--- src/rtl/hazard_scoreboard.sv ---
// Pipeline hazard scoreboard: tracks in-flight writers after ID and produces stall/flush/forward controls.
// Build option HAZARD_FORWARD_EN: forward from EX/MEM and stall only on load-use; otherwise stall on any RAW match.
module hazard_scoreboard #(
   parameter int REG_AW  = 5,
   parameter int DEPTH   = 3,
   parameter int BR_SLOT = 1,
   parameter int CNT_W   = 16
) (
   input  logic              clk,
   input  logic              rst,
   input  logic              id_valid,
   input  logic [REG_AW-1:0] id_rs,
   input  logic [REG_AW-1:0] id_rt,
   input  logic              id_use_rs,
   input  logic              id_use_rt,
   input  logic              id_wr_en,
   input  logic [REG_AW-1:0] id_wr_dst,
   input  logic              id_is_load,
   input  logic              br_taken,
   output logic              stall,
   output logic              flush,
   output logic [2:0]        fwd_a,
   output logic [2:0]        fwd_b,
   output logic [CNT_W-1:0]  stall_cnt,
   output logic [CNT_W-1:0]  flush_cnt
);

   typedef struct packed {
      logic              valid;
      logic              wr_en;
      logic [REG_AW-1:0] dst;
      logic              is_load;
   } slot_t;

   slot_t             slot_q [DEPTH];
   slot_t             slot_d [DEPTH];
   logic [CNT_W-1:0]  stall_cnt_q, stall_cnt_d;
   logic [CNT_W-1:0]  flush_cnt_q, flush_cnt_d;
   logic [DEPTH-2:0]  hit_a, hit_b;

   // WB (slot DEPTH-1) is never compared: the register file already holds its result for ID.
   always_comb begin
      hit_a = '0;
      hit_b = '0;
      for (int i = 0; i < DEPTH - 1; i++) begin
         hit_a[i] = id_valid && id_use_rs && (id_rs != '0) && slot_q[i].valid &&
                    slot_q[i].wr_en && (slot_q[i].dst == id_rs);
         hit_b[i] = id_valid && id_use_rt && (id_rt != '0) && slot_q[i].valid &&
                    slot_q[i].wr_en && (slot_q[i].dst == id_rt);
      end
   end

   assign flush = br_taken;

`ifdef HAZARD_FORWARD_EN
   always_comb begin
      stall = (hit_a[0] || hit_b[0]) && slot_q[0].is_load && !br_taken;
      fwd_a = '0;
      fwd_b = '0;
      // Scan oldest to youngest so the youngest matching slot overrides.
      for (int i = DEPTH - 2; i >= 0; i--) begin
         if (hit_a[i]) fwd_a = 3'(i + 1);
         if (hit_b[i]) fwd_b = 3'(i + 1);
      end
   end
`else
   always_comb begin
      stall = ((|hit_a) || (|hit_b)) && !br_taken;
      fwd_a = '0;
      fwd_b = '0;
   end
`endif

   always_comb begin
      slot_d[0] = '0;
      if (id_valid && !stall && !flush) begin
         slot_d[0].valid   = 1'b1;
         slot_d[0].wr_en   = id_wr_en;
         slot_d[0].dst     = id_wr_dst;
         slot_d[0].is_load = id_is_load;
      end
      for (int i = 1; i < DEPTH; i++) begin
         slot_d[i] = slot_q[i-1];
         if (flush && (i <= BR_SLOT)) slot_d[i].valid = 1'b0;
      end

      stall_cnt_d = stall_cnt_q;
      if (stall && (stall_cnt_q != '1)) stall_cnt_d = stall_cnt_q + CNT_W'(1);
      flush_cnt_d = flush_cnt_q;
      if (flush && (flush_cnt_q != '1)) flush_cnt_d = flush_cnt_q + CNT_W'(1);
   end

   always_ff @(posedge clk) begin
      for (int i = 0; i < DEPTH; i++) slot_q[i] <= slot_d[i];
      stall_cnt_q <= stall_cnt_d;
      flush_cnt_q <= flush_cnt_d;
      if (rst) begin
         // NOTE: only valid bits are reset; payload fields are don't-care while invalid.
         for (int i = 0; i < DEPTH; i++) slot_q[i].valid <= 1'b0;
         stall_cnt_q <= '0;
         flush_cnt_q <= '0;
      end
   end

   assign stall_cnt = stall_cnt_q;
   assign flush_cnt = flush_cnt_q;

endmodule

--- config.mk ---
export PLATFORM = sky130hd
export DESIGN_NAME = hazard_scoreboard
export DESIGN_NICKNAME = d
export VERILOG_FILES = /design/src/rtl/hazard_scoreboard.sv
export SDC_FILE = /design/constraint.sdc
export NUM_CORES = 1
export LEC_CHECK = 0
export CAP_MARGIN = 20
export CORE_MARGIN = 4
export CORE_UTILIZATION = 48
export CTS_CLUSTER_SIZE = 25
export DETAILED_ROUTE_END_ITERATION = 10
export PLACE_DENSITY_LB_ADDON = 0.12
export SETUP_SLACK_MARGIN = 0.02
export SKIP_CTS_REPAIR_TIMING = 1
export SKIP_LAST_GASP = 1
export SLEW_MARGIN = 20
export SYNTH_ARGS = -nofsm -noshare
export SYNTH_HDL_FRONTEND = slang
export SYNTH_SLANG_ARGS = --single-unit
--- constraint.sdc ---
create_clock -name clk -period 2.4 [get_ports clk]
set_input_delay 0.24 -clock clk [delete_from_list [all_inputs] [get_ports clk]]
set_output_delay 0.24 -clock clk [all_outputs]
set_load 0.01 [all_outputs]
# Word-level counts from Yosys, hierarchy flattened
# Memory sizes are Yosys's and may differ from the RTL's.
# Index checks and enable logic that the tools add are counted.
# Widths: inputs -> output; s select.
# word_totals
out_inout_bits	40
word_cells	49
reg_bits	32
input_bits	23
mem_bits_rw	24
mem_count	1
# op_classes
add_sub_neg	2
n_reduce_logical	28
n_bitwise	3
mux	7
n_eq_ne	6
# memory_table
memory	depth	word_bits	read_ports	rd_clocked_by_memory_dff	wr	line_no	text
slot_q	3	8	2	0	3	35	slot_t slot_q [DEPTH];
# op_table
cell	count
$add 16x1->16 const B	2
$ne 16x16->1 const B	2
$logic_and 1x1->1	21
$eq 5x5->1	4
$reduce_bool 5->1	2
$mux 8	1
$mux 1	6
$reduce_or 2->1	2
$or 1x1->1 const A	3
$logic_not 1->1	2
$logic_or 1x1->1	1

# Longest topological paths before layout
# depth
word_depth	13
mapped_depth	8
depth_no_buf	7

# Worst setup path before layout
# Ideal clock, no wire load.
# synth_path
path_kind	register to register
startpoint	register stall_cnt_q[0], in the netlist stall_cnt[0]
endpoint	register stall_cnt_q[2], in the netlist stall_cnt[2]
path_stages_with_launch	9
synth_period_minus_slack_ns	2.055
setup_ns	0.123
path_buffers	1
path_slack_ns	0.345
required_ns	2.277
t_arrival_ns	1.931
cell_sequence	dfxtp_1 -> ha_1 -> nand3_1 -> nor2_1 -> and3_1 -> buf_2 -> inv_1 -> nand3_1 -> mux2_1
# synth_via
elab_chain_cells	2
elab_cells_between_ends	3
cone_classes	add/sub (1); eq/ne (1); reduce/logical (1)
# synth_rtl
item	line_no	text
start, declared	37	logic [CNT_W-1:0] stall_cnt_q, stall_cnt_d;
start signal, assigned	95	stall_cnt_q <= stall_cnt_d;
parallel branches: the longest is 2 deep, another holds $add 16x1->16	n/a	
# Several ways; the timed one is not identified.
# A chain may end at the register's enable or synchronous reset.

# Final worst setup path
# layout_path
startpoint	input id_rs[0]
endpoint	register stall_cnt_q[7], in the netlist stall_cnt[7]
# layout_via
elab_chain_cells	9
elab_cells_between_ends	14
cone_classes	eq/ne (2); reduce/logical (12)
# layout_rtl
item	line_no	text
start, declared	12	input logic [REG_AW-1:0] id_rs,
$reduce_bool 5->1	46	hit_a[i] = id_valid && id_use_rs && (id_rs != '0) && slot_q[i].valid &&
$logic_and 1x1->1 (3 in a row)	46	
$logic_and 1x1->1	47	slot_q[i].wr_en && (slot_q[i].dst == id_rs);
$reduce_or 2->1 *	68	stall = ((|hit_a) || (|hit_b)) && !br_taken;
$logic_or 1x1->1 *	68	
$logic_and 1x1->1 *	68	
$logic_and 1x1->1 *	88	if (stall && (stall_cnt_q != '1)) stall_cnt_d = stall_cnt_q + CNT_W'(1);
# Every way passes the cells marked *; elsewhere a longest branch is shown, timed or not.

==> qor.csv <==
metric,value,unit
outcome,finished clean,
n_antenna_cell,0,
final_util,0.669,
post_synth_inst_count,251,
relSlewSlack,0.645,
viasPerCell,5.41,
root_buffer,clkbuf_8,
slowest_delay,0.46,ns
grt_pass1_wl,8.24,mm
pin_count,63,
synth_fa_ha_area_frac,0.0110,
peakVddDrop,358,uV
arrival,2.41,ns
clock_path_buffers,2,
drc,0,
std_cell_rows,24,
seq_area,921,um^2
synth-xor-area-share,0.127,
syn_avg_cell_area,9.05,um^2
drv_slew,0,
hp-class,flip-flop to flip-flop,
period_share,0.925,
die_area,5900,um^2
drive_gt1_frac,0.0820,
end_kind,flip-flop,
chipHeight,76.8,um
max_freq,451,MHz
maxCapViolCount,0,
cp.required,2.59,ns
setup_violations,0,
grt_pass1_vias,1840,
htree_levels,2,
finalNetCount,341,
clock_latency,0.30,ns
ff2ff_path_depth,7,
startpoint_type,input pin,
p_per_area,466,nW/um^2
path_max_fanout,23,
fin_crit,2.22,ns
synthMuxAreaShare,0.0242,
hold_violations,0,
core,4470,um^2
syn2layout_area_growth,31.8,%
antenna_found_initial,0,
syn-cell-area,2270,um^2
synth_cell_type_count,43,
fin_hold_ws,0.376,ns
grt_usage,0.169,
yosys_warnings,0,
routedWlPerCell,13.3,um
dp_hpwl,3.66,mm
cts_sinks,46,
drt_iter0_markers,106,
synth_compound_area_frac,0.122,
holdPathStages,0,
rsz0062_at_grt,false,
synth_top_family_by_area,simple AND/OR/NAND/NOR gates,
cts_inserted_buffers,5,
gp_congestion,0.806,
multi_input_area,1240,um^2
yosysSeqAreaShare,0.405,
synth-simple-area-share,0.254,
cts_tree,yes,
drt_first_pass_iters,4,
tightestPinTransition,0.532,ns
worst-setup-path-type,input pin to flip-flop,
overflow,0,
grt_max_degree,36,
crit_path_top_delay_cell,clkdlybuf4s50_1,
path_clk_slew,0.09,ns
worstPathCellList,"clkdlybuf4s50_1, or3_1, o311a_1, nor2b_4, a22oi_4, buf_4, nor4_1, mux2_1",
yosys_register_bits,46,
initial_core_util,0.508,
die_w,76.8,um
ant_nets,0,
fillCellCount,377,
skew,0.00418,ns
power.leakage,1.08,nW
power,1.40,mW
port_buffers,55,
vias,1995,
drt_wl_total,4.91,mm
==> per-layer routing <==
layer  track usage  vias to the layer above  part of all wire
li1              -                     1016                 -
met1         0.226                      922              0.47
met2         0.263                       51              0.46
met3        0.0433                        6             0.054
met4        0.0562                        0             0.013
met5             0                        -                 0
==> metrics by stage <==
stage / std cells / worst slack [ns] / instance area (um^2) / TNS [ns]
after floorplan: 256 / 0.345 / 2290 / 0
after global placement: 361 / -0.119 / 2900 / -0.661
after detailed placement: 361 / -0.138 / 2900 / -0.998
after CTS: 369 / -0.125 / 2990 / -0.125
after global routing: 369 / 0.0817 / 2990 / 0
final: 369 / 0.180 / 2990 / 0
==> worst max-delay path, delay by kind of cell <==
kind	cells	cell delay [ns]
buffers and inverters	2	0.72
and+or+nand+nor	3	0.63
AOI/OAI and AO/OA	2	0.51
muxes	1	0.31
==> path summary, 6_finish.rpt <==
kind                      from  slack, ns       endpoint
setup reg to reg  slot_q[0][3]       0.30   stall_cnt[7]
setup / recovery      id_rs[0]       0.18   stall_cnt[7]
hold / removal    slot_q[0][6]       0.38  slot_q[0][14]
hold reg to reg   slot_q[0][6]       0.38  slot_q[0][14]
==> final cells by class <==
class,instances,share of cell area
repair buffers,67,0.215
flip-flops and latches,46,0.308
inverters,8,0.0100
multi-input cells,188,0.416
well taps,52,0.0217
clock inverters,3,0.00710
clock buffers,5,0.0230
==> cell usage in the layout (no fill, tap or decap), types with 8 or more instances in the layout <==
master            n
a21oi_1          12
and2_1            9
buf_4            12
clkdlybuf4s50_1  54
dfxtp_1          46
nand2_1          10
nand3_1          20
nand4_1           9
nor2_1           22
o31ai_1           8
or4_1             8
xnor2_1          28
==> flip-flops by register name, indices dropped and copies added (netlist names) <==
signal     count
flush_cnt     16
stall_cnt     16
slot_q        14
==> power by group <==
group	switching, mW	internal, mW
Clock	0.271	0.205
Sequential	0.0119	0.775
Combinational	0.0551	0.0782
==> synth_stat cells <==
cell / n / area share
o211a_1: 1 / 0.0044
xor2_1: 5 / 0.019
nand2_1: 10 / 0.017
or4_1: 8 / 0.026
buf_2: 1 / 0.0022
nand4_1: 9 / 0.025
a221oi_1: 1 / 0.0039
a41o_1: 2 / 0.0088
o22ai_1: 2 / 0.0055
a311oi_2: 1 / 0.0066
nor2b_1: 5 / 0.014
inv_1: 7 / 0.012
or2_2: 1 / 0.0028
and3_1: 5 / 0.014
nor3_1: 3 / 0.0066
o311a_1: 3 / 0.013
clkbuf_1: 3 / 0.0050
mux2_1: 4 / 0.020
o21ai_1: 2 / 0.0044
a22oi_4: 1 / 0.0094
nor4_1: 5 / 0.014
o31ai_1: 8 / 0.026
conb_1: 1 / 0.0017
nor2_1: 22 / 0.036
or3_1: 4 / 0.011
ha_1: 2 / 0.011
and2_1: 9 / 0.025
buf_1: 1 / 0.0017
nand3_1: 20 / 0.044
buf_4: 7 / 0.023
nor2b_4: 1 / 0.0061
nand2b_1: 1 / 0.0028
inv_2: 1 / 0.0017
a21oi_1: 12 / 0.026
o41ai_2: 1 / 0.0072
mux2i_1: 1 / 0.0044
o21ai_0: 1 / 0.0022
buf_6: 2 / 0.0099
xnor2_1: 28 / 0.11
dfxtp_1: 46 / 0.41
nor3b_1: 2 / 0.0066
and4_1: 1 / 0.0039
o21a_1: 1 / 0.0033
==> cell families after synthesis <==
family          after synthesis
mux                           5
compound gates               36
other cells                   1
simple gates                106
xor+xnor                     33
flops                        46
buf+inv                      22
fa+ha+maj                     2
No activity file was read; power rests on OpenSTA's default activity.
